===== src/rtl/pulse_meter.sv =====
// Pulse train meter: synchronizes sig_in, measures high time and rise-to-rise
// period in clk cycles, and strobes meas_valid once per completed period.
module pulse_meter #(
    parameter int unsigned CNT_W          = 32,
    parameter int unsigned TIMEOUT_CYCLES = 65535,
    parameter int unsigned SYNC_STAGES    = 2
) (
    input  logic             clk,
    input  logic             reset,
    input  logic             sig_in,
    input  logic             meas_en,
    output logic [CNT_W-1:0] tph_meas,
    output logic [CNT_W-1:0] t_meas,
    output logic             meas_valid,
    output logic             timeout,
    output logic [15:0]      meas_count
);

    localparam logic [CNT_W-1:0] TIMEOUT_VAL = CNT_W'(TIMEOUT_CYCLES);
    localparam logic [CNT_W-1:0] ONE         = CNT_W'(1);

    typedef enum logic [1:0] {IDLE, WAIT_RISE, HIGH, LOW} state_t;

    state_t                   state, state_nxt;
    logic [SYNC_STAGES-1:0]   sync_q;
    logic                     s_sync, s_prev, rise, fall, at_limit;
    logic [CNT_W-1:0]         cnt, cnt_nxt, hi_cnt, hi_nxt, tph_nxt, t_nxt;
    logic                     valid_nxt, to_nxt;
    logic [15:0]              count_nxt;

    assign s_sync   = sync_q[SYNC_STAGES-1];
    assign rise     = s_sync & ~s_prev;
    assign fall     = ~s_sync & s_prev;
    assign at_limit = (cnt == TIMEOUT_VAL);

    always_ff @(posedge clk or posedge reset) begin
        if (reset) begin
            sync_q     <= '0;
            s_prev     <= 1'b0;
            state      <= IDLE;
            cnt        <= '0;
            hi_cnt     <= '0;
            tph_meas   <= '0;
            t_meas     <= '0;
            meas_valid <= 1'b0;
            timeout    <= 1'b0;
            meas_count <= '0;
        end else begin
            sync_q     <= {sync_q[SYNC_STAGES-2:0], sig_in};
            s_prev     <= s_sync;
            state      <= state_nxt;
            cnt        <= cnt_nxt;
            hi_cnt     <= hi_nxt;
            tph_meas   <= tph_nxt;
            t_meas     <= t_nxt;
            meas_valid <= valid_nxt;
            timeout    <= to_nxt;
            meas_count <= count_nxt;
        end
    end

    always_comb begin
        state_nxt = state;
        cnt_nxt   = cnt;
        hi_nxt    = hi_cnt;
        tph_nxt   = tph_meas;
        t_nxt     = t_meas;
        valid_nxt = 1'b0;
        to_nxt    = timeout;
        count_nxt = meas_count;

        if (!meas_en) begin
            state_nxt = IDLE;
            cnt_nxt   = '0;
            to_nxt    = 1'b0;
        end else begin
            unique case (state)
                IDLE: state_nxt = WAIT_RISE;
                WAIT_RISE: begin
                    if (rise) begin
                        state_nxt = HIGH;
                        cnt_nxt   = ONE;
                    end
                end
                HIGH: begin
                    // an edge takes priority over a timeout in the same cycle
                    if (fall) begin
                        hi_nxt    = cnt;
                        cnt_nxt   = cnt + ONE;
                        state_nxt = LOW;
                    end else if (at_limit) begin
                        to_nxt    = 1'b1;
                        cnt_nxt   = '0;
                        state_nxt = WAIT_RISE;
                    end else begin
                        cnt_nxt = cnt + ONE;
                    end
                end
                LOW: begin
                    if (rise) begin
                        tph_nxt   = hi_cnt;
                        t_nxt     = cnt;
                        valid_nxt = 1'b1;
                        count_nxt = meas_count + 16'd1;
                        to_nxt    = 1'b0;
                        cnt_nxt   = ONE;
                        state_nxt = HIGH;
                    end else if (at_limit) begin
                        to_nxt    = 1'b1;
                        cnt_nxt   = '0;
                        state_nxt = WAIT_RISE;
                    end else begin
                        cnt_nxt = cnt + ONE;
                    end
                end
                default: state_nxt = IDLE;
            endcase
        end
    end

endmodule


===== config.mk =====
export PLATFORM = sky130hd
export DESIGN_NAME = pulse_meter
export DESIGN_NICKNAME = d
export VERILOG_FILES = /design/src/rtl/pulse_meter.sv
export SDC_FILE = /design/constraint.sdc
export NUM_CORES = 1
export LEC_CHECK = 0
export BUFFER_PORTS_ARGS = -buffer_cell sky130_fd_sc_hd__buf_2
export CORE_UTILIZATION = 52
export DETAILED_ROUTE_END_ITERATION = 8
export PLACE_DENSITY = 0.76
export SYNTH_ARGS = -nofsm -noshare
export SYNTH_HDL_FRONTEND = slang
export SYNTH_SLANG_ARGS = --single-unit
export TNS_END_PERCENT = 10

===== constraint.sdc =====
create_clock -name clk -period 5.2 [get_ports clk]
set_input_delay 1.04 -clock clk [delete_from_list [all_inputs] [get_ports clk]]
set_output_delay 1.04 -clock clk [all_outputs]
set_load 0.01 [all_outputs]

# Yosys cells after proc, flatten, opt, wreduce, memory -nomap -nowiden
# Index checks and enable logic that the tools add are counted.
[op_classes]
eq_ne = 8
n_reduce_logical = 5
n_bitwise = 4
multipliers = 0
muxes = 20
div_mod_pow = 0
magnitude_cmp = 0
shifts = 0
add_sub_neg = 2
[ops]
columns = ["cell", "n"]
rows = [
  ["$mux 32", 5],
  ["$pmux 32 s3", 1],
  ["$add 32x1->32 const B", 1],
  ["$eq 32x16->1 const B", 1],
  ["$add 16x1->16 const B", 1],
  ["$mux 2", 5],
  ["$pmux 2 s4", 1],
  ["$mux 1", 7],
  ["$ne 3x3->1 const B", 2],
  ["$reduce_and 3->1", 2],
  ["$eq 2x2->1 const B", 2],
  ["$ne 4x1->1 const B", 1],
  ["$reduce_and 2->1", 2],
  ["$ne 3x1->1 const B", 1],
  ["$and 1x1->1", 2],
  ["$eq 2x1->1 const B", 1],
  ["$logic_not 2->1", 1],
  ["$not 1->1", 2],
  ["$pmux 1 s2", 1],
]
[totals]
out_inout_bits = 82
ramBits = 0
elab_cells = 49
mem_count = 0
in_bits = 4
latch_bits = 0
register_bits = 151
romBits = 0

# Logic depth before layout (Yosys ltp)
# Gate-level depths: netlist of run 1.
[depth]
depth_word = 5
depth_mapped = 8
mapped_depth_nobuf = 6

# Worst setup path after synthesis of run 1
# Ideal clock, no wire load.
[synth_timing]
kind = "input -> register"
startpoint = "input meas_en"
endpoint = "register meas_count[1]"
stages = 5
path_buffers = 2
setup_slack_ns = 2.832
arrival_time_ns = 2.243
setup_ns = 0.125
required_time_ns = 5.075
cell_sequence = "nand2_1 nor2_1 buf_2 buf_2 mux2_2"
[synth_between]
elab_chain_len = 1
[synth_rtl]
columns = ["item", "line", "text"]
rows = [
  ["start: declaration", "11", "input logic meas_en,"],
  ["$reduce_and 3->1 (no line)", "--", ""],
  ["end signal: assignment", "58", "meas_count <= count_nxt;"],
  ["end: declaration", "16", "output logic [15:0] meas_count"],
]
# Every way passes these cells.
# A chain may end at the register's enable or synchronous reset.

# Worst setup path in the final report of run 1
[layout_timing]
startpoint = "input meas_en"
endpoint = "register meas_count[6]"
# The elaborated chain is that of the path after synthesis.

==> run_results.csv, run 1 <==
group,metric,value,unit
outcome,status,"finished, final reports clean",
power,p_seq_frac,0.487,
logic_synthesis,post_synth_inst_count,485,
power,power_frac_comb,0.026,
logic_synthesis,synthesis.nets,491,
setup_path,r2r_setup_slack,2.66,ns
timing,rsz0062_at_grt,"false",
setup_path,crit_path_start_kind,"input port",
clock_network,insertion_delay,0.42,ns
timing,hold_ws,0.3488,ns
power,clkPwrFrac,0.487,
placed_design,hpwl,7.931,mm
setup_path,cp-end-kind,"flop",
timing,max_slew_margin,0.2817,
logic_synthesis,synth_edf_count,0,
setup_path,worstPathRequired,5.49,ns
clock_network,cts_htree_levels,4,
layout,finalInstanceArea,0.007502,sq mm
flow_run,drv_cap,0,
die,ioPinCount,86,
timing,drv_slew,0,
die,core-area,0.01196,sq mm
clock_network,clkTransAtPathRegs,0.06,ns
logic_synthesis,synth-main-ff-cell,"dfrtp_1",
setup_path,crit_arrival,3.05,ns
die,start_util,0.5323,
clock_network,cts_hold_buf,0,
detailed_routing,vias_per_cell,5.590,
timing,fmax,362.7,MHz
logic_synthesis,ys_seq_area_frac,0.5934,
min_path,hp-start,"sync_q[0]$_DFF_PP0_",
global_route,grt_util_all_layers,0.2073,
logic_synthesis,yosysUniqueCellTypes,49,
timing,hold_viol,0,
timing,tns,0,ns
die,die_height,112.7,microns
setup_path,critPathMaxFanout,31,
global_route,antenna_found_initial,0,
detailed_routing,drt-total-wl,12.06,mm
logic_synthesis,synthArstFlopShare,1.000,
global_route,gr-usage-met2,0.3255,
timing,tightest_slew,1.077,ns
detailed_routing,num_vias,4086,
logic_synthesis,synth_area,0.006367,sq mm
setup_path,r2r_cells,6,
global_route,grt_max_degree,125,
power,sw_frac_of_total,0.2167,
layout,syn_to_final_growth,17.82,%
power,p_int,1922,uW
clock_network,cts_post_setup_buffers_inserted,0,
clock_network,numClockSinks,151,
layout,antennaDiodeCount,0,
detailed_routing,wl_per_cell,16.50,microns
global_route,overflow,0,
power,ir_worst_vdd,0.0002040,V
detailed_routing,ant_nets,0,
logic_synthesis,yosys-top-cells-area,"dfrtp_1 (59%), mux2_2 (17%), xnor2_1 (3.4%)",
min_path,min_path_cells,0,
clock_network,clockBufferDepth,2,
clock_network,cts-root-buf,"clkbuf_16",
die,die_x,112.7,microns
layout,final_nets,577,
logic_synthesis,synth.largest_area_cell,"dfrtp_1",
detailed_routing,detail_route.first_pass.iterations,4,
clock_network,ctsResizeCount,0,
logic_synthesis,synth_top_area_frac,0.5934,
timing,fin_crit_sh,0.5301,
logic_synthesis,syn_avg_cell_area,13.13,sq um
timing,skew,0.01390,ns
die,rows,40,
layout,drive_above_1_share,0.3904,
setup_path,r2r_start,"state[1]$_DFFE_PP0P_",
die,die-area,0.01269,sq mm
setup_path,r2r_end,"meas_count[6]$_DFFE_PP0P_",
power,p_per_area,327.0,mW/mm^2
global_route,top_usage_layer,"met2",
clock_network,cts_buffers,17,
clock_network,cts_tree,"done",
placed_design,gp_congestion,0.8547,
min_path,hold_class,"flop to flop",
global_route,first_global_vias,4104,
global_route,use_met1,0.2870,
logic_synthesis,ys_ff_latch,151,
global_route,grt_pass1_wl,20.64,mm
timing,fin_crit,2.757,ns
power,p_switching,531.6,uW
setup_path,critPathKind,"input port to flop",
timing,setup_viol,0,
placed_design,place_area,0.006913,sq mm
global_route,use_met3,0.04320,
min_path,holdPathEnd,"sync_q[1]$_DFF_PP0_",
detailed_routing,drt-initial-drc-count,269,
placed_design,port-buffer-count,85,
detailed_routing,drc,0,
power,leakage,0.003783,uW
logic_synthesis,ys_warn_count,0,
-- sequential cells by signal (all words and copies together) (netlist names), 2 cells and up --
| register | count |
|---|---|
| meas_count | 16 |
| sync_q | 2 |
| state | 2 |
| hi_cnt | 32 |
| cnt | 32 |
| tph_meas | 32 |
| t_meas | 32 |
-- routing by layer --
metal  wire (microns)  up-vias
li1                 -     1917
met1             5758     2059
met2             5709       94
met3              443       16
met4              153        0
met5                0        -
-- synthesized netlist by cell type, types with 2 or more instances --
| library cell | instances |
|---|---|
| xor2_1 | 11 |
| o211ai_1 | 3 |
| nor2_1 | 38 |
| nand3_1 | 17 |
| ha_1 | 2 |
| mux2_2 | 94 |
| nand2_1 | 18 |
| o21ai_0 | 7 |
| inv_1 | 5 |
| nand4_1 | 10 |
| buf_2 | 19 |
| clkbuf_1 | 2 |
| nor4_1 | 8 |
| mux2_1 | 3 |
| dfrtp_1 | 151 |
| a41oi_1 | 2 |
| and3_1 | 6 |
| xnor2_1 | 25 |
| and4_4 | 2 |
| a21boi_0 | 2 |
| nand2b_1 | 5 |
| a221o_1 | 4 |
| a21oi_1 | 5 |
| nor3_1 | 7 |
| and2_1 | 5 |
| and4_1 | 8 |
| a2111oi_0 | 4 |
-- per-stage QoR --
| step | util | total power [uW] | worst slack, ns | std cells |
|---|---|---|---|---|
| 3_5_place_dp | 0.5779 | 1281 | 2.006 | 699 |
| 4_1_cts | 0.6272 | 2481 | 2.475 | 731 |
| 6_report | 0.6272 | 2453 | 2.443 | 731 |
| 2_1_floorplan | - | 1259 | 0.09526 | 485 |
| 3_3_place_gp | 0.5779 | 1278 | 2.118 | 699 |
| 5_1_grt | 0.6272 | 2539 | 2.277 | 731 |
-- cells by family (layout without fill, tap and decap cells) --
kind of cell    after synthesis  count (layout)  share of synthesized area
xor+xnor                     36              36                    0.04952
compound gates               38              38                    0.04598
flops                       151             151                     0.5934
simple gates                133             133                     0.1132
mux                          98              98                     0.1731
buf+inv                      27             126                    0.02083
fa+ha+maj                     2               2                   0.003929
-- how the worst max path moves through the flow --
stage / from / endpoint / slack [ns] / depth (start not counted)
2_1_floorplan: reset / cnt[0]$_DFFE_PP0P_ / 0.1 / 1
3_3_place_gp: meas_en / meas_count[6]$_DFFE_PP0P_ / 2.12 / 7
3_5_place_dp: meas_en / meas_count[6]$_DFFE_PP0P_ / 2.01 / 7
4_1_cts: meas_en / meas_count[6]$_DFFE_PP0P_ / 2.48 / 7
5_1_grt: meas_en / meas_count[6]$_DFFE_PP0P_ / 2.28 / 7
6_report: meas_en / meas_count[6]$_DFFE_PP0P_ / 2.44 / 7
-- layout by cell type (no fill, tap or decap), types with 2 or more instances in the layout --
cell type / count
ha_1: 2
nor4_1: 8
a21boi_0: 2
clkinv_4: 4
nor2_1: 36
clkinv_2: 3
a221o_1: 4
and4_4: 2
inv_1: 4
a21oi_1: 5
nand2b_1: 5
mux2_2: 94
bufinv_16: 2
nand4_1: 10
and2_1: 5
dfrtp_1: 151
and4_1: 8
o211ai_1: 3
buf_2: 85
xnor2_1: 25
o21ai_0: 7
xor2_1: 11
and3_1: 6
mux2_1: 3
a41oi_1: 2
clkinvlp_4: 3
nand2_1: 18
clkbuf_16: 17
nor3_1: 7
nor2_4: 2
a2111oi_0: 4
inv_6: 3
buf_4: 4
nand3_1: 17
-- cell type report --
cell class,instances,area [sq um]
fillers,927,4459
flip-flops and latches,151,3779
multi-input cells,307,2471
repair buffers,89,455.4
clock buffers,18,439.2
well taps,147,183.9
clock inverters,14,150.1
inverters,5,23.77
-- power groups by stage --
stage | Sequential [uW] | Combinational, uW | Clock (uW)
2_1_floorplan | 1210 | 44.8 | 0
3_3_place_gp | 1220 | 62.9 | 0
3_5_place_dp | 1220 | 65.2 | 0
4_1_cts | 1190 | 65.3 | 1220
5_1_grt | 1200 | 72.2 | 1270
6_report | 1190 | 63.5 | 1200
-- critical path, cell delays in order --
cell	delay, ns
buf_2	0.14
nand2_1	0.25
nor2_4	0.58
buf_4	0.48
and3_1	0.26
nand4_1	0.14
xnor2_1	0.15
Power figures use the tool's default switching activity.
==> run 2, diff against run 1 <==
Settings changed: CORE_UTILIZATION 52 to 57, PLACE_DENSITY 0.76 to 0.79.
Clock period 5.2 ns to 2.65 ns, I/O delays scaled along.
==> run 2 against run 1 <==
  * Sequential power increased by 97%
  * Cell area up 0.30%
  * Flip-flop and latch count unchanged
  * Hold slack worse by 0.25 ns
  * Highest routed layer unchanged
==> run_results.csv, run 2 (synthesized netlist as in run 1, its figures left out) <==
group,metric,value,unit
die,rows,38,
die,ioPinCount,86,
timing,tns,0,ns
setup_path,worstPathRequired,3.11,ns
global_route,overflow,0,
global_route,antenna_found_initial,0,
clock_network,ctsResizeCount,0,
outcome,status,"finished, final reports clean",
layout,final_nets,582,
clock_network,cts-root-buf,"clkbuf_8",
clock_network,cts_post_setup_buffers_inserted,0,
timing,fmax,446.2,MHz
min_path,hp-start,"sig_in",
layout,final_common_cell,"dfrtp_1",
clock_network,numClockSinks,151,
timing,skew,0.007313,ns
detailed_routing,wl_per_cell,16.96,microns
clock_network,cts_buffers,17,
placed_design,gp_congestion,0.8479,
timing,hold_viol,0,
detailed_routing,vias_per_cell,5.695,
detailed_routing,drt-total-wl,12.36,mm
timing,tightest_slew,0.8196,ns
layout,drive_above_1_share,0.3956,
setup_path,crit_path_start_kind,"flop",
power,ir_worst_vdd,0.0004569,V
die,die_height,107.7,microns
detailed_routing,num_vias,4152,
global_route,first_global_vias,4146,
die,die_x,107.7,microns
layout,antennaDiodeCount,0,
timing,max_slew_margin,0.4536,
die,die-area,0.01160,sq mm
timing,setup_viol,0,
clock_network,cts_tree,"done",
setup_path,cp-startpoint,"cnt[0]$_DFFE_PP0P_",
global_route,grt_max_degree,152,
die,core-area,0.01084,sq mm
layout,syn_to_final_growth,18.18,%
min_path,hold_class,"input port to flop",
detailed_routing,drc,0,
setup_path,cp-end-kind,"flop",
power,p_per_area,628.1,mW/mm^2
layout,final_cell_mix,"dfrtp_1 (151), mux2_2 (94), buf_2 (85)",
clock_network,cts_htree_levels,4,
clock_network,clkTransAtPathRegs,0.07,ns
setup_path,critPathMaxFanout,7,
global_route,grt_pass1_wl,20.56,mm
flow_run,drv_cap,0,
setup_path,r2r_start,"cnt[0]$_DFFE_PP0P_",
timing,rsz0062_at_grt,"false",
detailed_routing,detail_route.first_pass.iterations,4,
setup_path,critPathKind,"flop to flop",
power,leakage,0.003795,uW
detailed_routing,drt-initial-drc-count,224,
clock_network,cts_hold_buf,0,
placed_design,hpwl,8.094,mm
timing,fin_crit,2.241,ns
layout,final_util,0.6941,
timing,fin_crit_sh,0.8457,
setup_path,crit_arrival,2.70,ns
clock_network,clockBufferDepth,2,
detailed_routing,ant_nets,0,
timing,drv_slew,0,
placed_design,port-buffer-count,85,
clock_network,insertion_delay,0.54,ns
global_route,grt_util_all_layers,0.2322,
die,start_util,0.5874,
[run 2: changes by cell type in the layout (fill, tap and decap cells not counted)]
| cell | previous run | this run |
|---|---|---|
| clkinvlp_4 | 3 | 4 |
| buf_12 | 0 | 2 |
| clkbuf_16 | 17 | 16 |
| clkinv_2 | 3 | 1 |
| buf_4 | 4 | 7 |
| inv_6 | 3 | 6 |
| bufinv_16 | 2 | 1 |
[run 2: layout make-up]
cell class              instances  area, sq um
flip-flops and latches        151         3779
fillers                       755         3316
multi-input cells             307         2471
repair buffers                 94        518.0
clock buffers                  17        414.1
well taps                     140        175.2
clock inverters                15        145.1
inverters                       5        22.52
[run 2: worst paths after layout]
path                                         end  slack [ns]  depth (start not counted)
min                          sync_q[0]$_DFF_PP0_        0.10                          1
max reg2reg                  cnt[30]$_DFFE_PP0P_        0.41                          6
min in group asynchronous  hi_cnt[6]$_DFFE_PP0P_        0.17                          3
max in group asynchronous  hi_cnt[3]$_DFFE_PP0P_        1.83                          3
max                          cnt[30]$_DFFE_PP0P_        0.41                          6
min reg2reg                  sync_q[1]$_DFF_PP0_        0.36                          0
[run 2: critical path: stages, from the launching register on]
cell and delay (ns):
dfrtp_1 0.46, ha_1 0.25, and4_1 0.40, o21a_1 0.33, nand3_1 0.19, or3_1 0.38, a21oi_1 0.15
[run 2: power by group]
group	internal (uW)	leakage, uW	total, uW	switching [uW]
sequential	2320	0.00210	2350	22.2
clock	1260	0.000267	2250	987
combinational	35.7	0.00143	129	93.3
total	3620	0.00380	4730	1100
[run 2: per-layer routing]
metal  track usage  up-vias  part of all wire
li1              -     1922                 -
met1        0.3127     2092              0.46
met2        0.3571      112              0.47
met3       0.05327       26             0.043
met4        0.1096        0             0.022
met5             0        -                 0
[run 2: per-stage QoR]
stage          cell area [sq um]  instances  total power, uW  hold WS (ns)  worst slack, ns
2_1_floorplan               6371        485             2472        0.3312           0.2170
3_3_place_gp                6965        697             2513        0.3367           0.5282
3_5_place_dp                6965        697             2519        0.3395           0.4962
4_1_cts                     7525        729             4768       0.08766           0.4522
5_1_grt                     7525        729             4893       0.09271           0.2739
6_report                    7525        729             4726        0.1032           0.4090
==> run 3, diff against run 2 <==
Settings changed: CORE_UTILIZATION 57 to 52, PLACE_DENSITY 0.79 to 0.76.
Clock period 2.65 ns to 1.9 ns, I/O delays scaled along.
==> run 3 against run 2 <==
  * The run now ends with setup timing left
  * Flip-flop and latch count stayed put
  * Clock power up 57%
  * Clock skew down 0.00077 ns
  * Combinational power is 74% higher
  * Sequential share of layout area shrank 3.1 points
  * First-iteration DRC count grew 0.45%
  * Hold slack lost 0.030 ns
  * Via count increased by 4.9%
  * Maximum frequency rose by 14%
  * Total power grew 49%
  * Critical path type unchanged
  * Largest cell class unchanged
==> run_results.csv, run 3 (synthesized netlist as in run 1, its figures left out) <==
group,metric,value,unit
timing,max_slew_margin,0.5483,
timing,hold_ws,0.07308,ns
die,die-area,0.01269,sq mm
clock_network,cts-root-buf,"clkbuf_16",
detailed_routing,wl_met3,569,microns
setup_path,crit_path_start_kind,"flop",
global_route,grt_max_degree,121,
layout,final_nets,623,
setup_path,r2r_setup_slack,-0.07,ns
layout,finalInstanceArea,0.008029,sq mm
die,die_x,112.7,microns
detailed_routing,detail_route.first_pass.iterations,5,
setup_path,cp_cell_sequence,"and2_1, and4_2, a31o_4, a2111oi_1, a221o_1",
global_route,grt_util_all_layers,0.2295,
setup_path,critPathMaxFanout,7,
power,finalPower,7030,uW
placed_design,port-buffer-count,85,
setup_path,cp-end-kind,"flop",
global_route,first_global_vias,4417,
timing,tns,-0.07412,ns
detailed_routing,vias_per_cell,5.613,
setup_path,critical-path-max-stage-delay,0.46,ns
power,power_frac_comb,0.032,
placed_design,gp_congestion,0.8548,
layout,final_cell_mix,"dfrtp_1 (149), mux2_2 (94), buf_2 (85)",
setup_path,r2r_start,"cnt[15]$_DFFE_PP0P_",
detailed_routing,drt-total-wl,13.64,mm
power,clkPwrFrac,0.504,
timing,setup_viol,1,
layout,antennaDiodeCount,0,
setup_path,cp_top_family,"compound AO/OA/AOI/OAI gates",
placed_design,place_area,0.007312,sq mm
timing,tightest_slew,0.6705,ns
setup_path,r2r_end,"cnt[5]$_DFFE_PP0P_",
die,die_height,112.7,microns
min_path,hp-start,"sig_in",
power,ir_worst_vdd,0.0005094,V
detailed_routing,highest_layer,"met4",
global_route,antenna_found_initial,0,
setup_path,worstPathRequired,2.25,ns
timing,hold_viol,0,
power,p_per_area,875.6,mW/mm^2
clock_network,cts_buffers,17,
global_route,grt_pass1_wl,22.32,mm
detailed_routing,ant_nets,0,
min_path,hold_class,"input port to flop",
setup_path,critPathKind,"flop to flop",
placed_design,hpwl,9.084,mm
clock_network,cts_htree_levels,4,
setup_path,r2r_cells,5,
detailed_routing,drc,0,
detailed_routing,route.met2.wl,6.702,mm
clock_network,numClockSinks,151,
setup_path,crit_arrival,2.33,ns
timing,fin_crit,1.974,ns
clock_network,insertion_delay,0.42,ns
flow_run,drv_cap,0,
detailed_routing,num_vias,4356,
detailed_routing,wl_met1,6.054,mm
detailed_routing,wl_per_cell,17.58,microns
outcome,status,"finished, violations left",
min_path,min_path_cells,1,
clock_network,cts_tree,"done",
die,ioPinCount,86,
layout,drive_above_1_share,0.4563,
detailed_routing,drt-initial-drc-count,225,
timing,drv_slew,0,
timing,fin_crit_sh,1.039,
timing,skew,0.006544,ns
clock_network,clockBufferDepth,2,
clock_network,clkTransAtPathRegs,0.06,ns
setup_path,cp_slowest_cell,"a2111oi_1",
timing,setup_ws,-0.07412,ns
power,leakage,0.004060,uW
outcome,violations,"setup timing",
timing,rsz0062_at_grt,"true",
power,sw_frac_of_total,0.2075,
die,start_util,0.5323,
setup_path,path_buf_inv,0,
power,p_seq_frac,0.464,
power,p_switching,1459,uW
layout,syn_to_final_growth,26.10,%
min_path,holdPathEnd,"sync_q[0]$_DFF_PP0_",
die,core-area,0.01196,sq mm
timing,fmax,506.6,MHz
power,p_int,5572,uW
layout,final_common_cell,"dfrtp_1",
die,rows,40,
global_route,overflow,0,
[run 3: worst max-delay path by stage]
| stage | cells after the start | endpoint | slack, ns | startpoint |
|---|---|---|---|---|
| global placement | 5 | cnt[5]$_DFFE_PP0P_ | 0.13 | cnt[8]$_DFFE_PP0P_ |
| global route | 5 | cnt[5]$_DFFE_PP0P_ | -0.12 | cnt[15]$_DFFE_PP0P_ |
| floorplan | 1 | cnt[0]$_DFFE_PP0P_ | -0.38 | reset |
| CTS | 5 | cnt[6]$_DFFE_PP0P_ | 0.01 | cnt[8]$_DFFE_PP0P_ |
| detailed placement | 5 | cnt[4]$_DFFE_PP0P_ | -0.05 | cnt[8]$_DFFE_PP0P_ |
| finish | 5 | cnt[5]$_DFFE_PP0P_ | -0.07 | cnt[15]$_DFFE_PP0P_ |
[run 3: repair_timing]
action / CTS / global route
endpoints found under the hold margin: 0 / 0
setup endpoints to repair: 2 / 31
pin swaps: 0 / 2
gates cloned: 0 / 0
hold buffers: 0 / 0
resized for setup: 3 / 19
setup buffers: 0 / 1
[run 3: layout make-up]
class / count / area, sq um
inverters: 5 / 22.52
well taps: 147 / 183.9
multi-input cells: 307 / 2550
flip-flops and latches: 151 / 3781
clock inverters: 12 / 175.2
repair buffers: 135 / 863.3
clock buffers: 19 / 452.9
fillers: 853 / 3933
[run 3: per-layer routing]
metal / GRT usage / up-vias
li1: - / 2010
met1: 0.2978 / 2206
met2: 0.3638 / 113
met3: 0.05616 / 27
met4: 0.1102 / 0
met5: 0 / -
[run 3: power by group through the flow]
stage / sequential [uW] / combinational (uW) / clock, uW
6_report: 3260 / 224 / 3540
5_1_grt: 3260 / 251 / 3740
4_1_cts: 3260 / 220 / 3600
3_5_place_dp: 3320 / 218 / 0
3_3_place_gp: 3320 / 211 / 0
2_1_floorplan: 3320 / 123 / 0
[run 3: per-stage QoR]
stage          worst slack [ns]  std cells  utilization
3_5_place_dp           -0.05097        744       0.6113
4_1_cts                 0.01085        775       0.6644
5_1_grt                 -0.1150        776       0.6712
3_3_place_gp             0.1276        744       0.6113
6_report               -0.07412        776       0.6712
2_1_floorplan           -0.3830        485            -
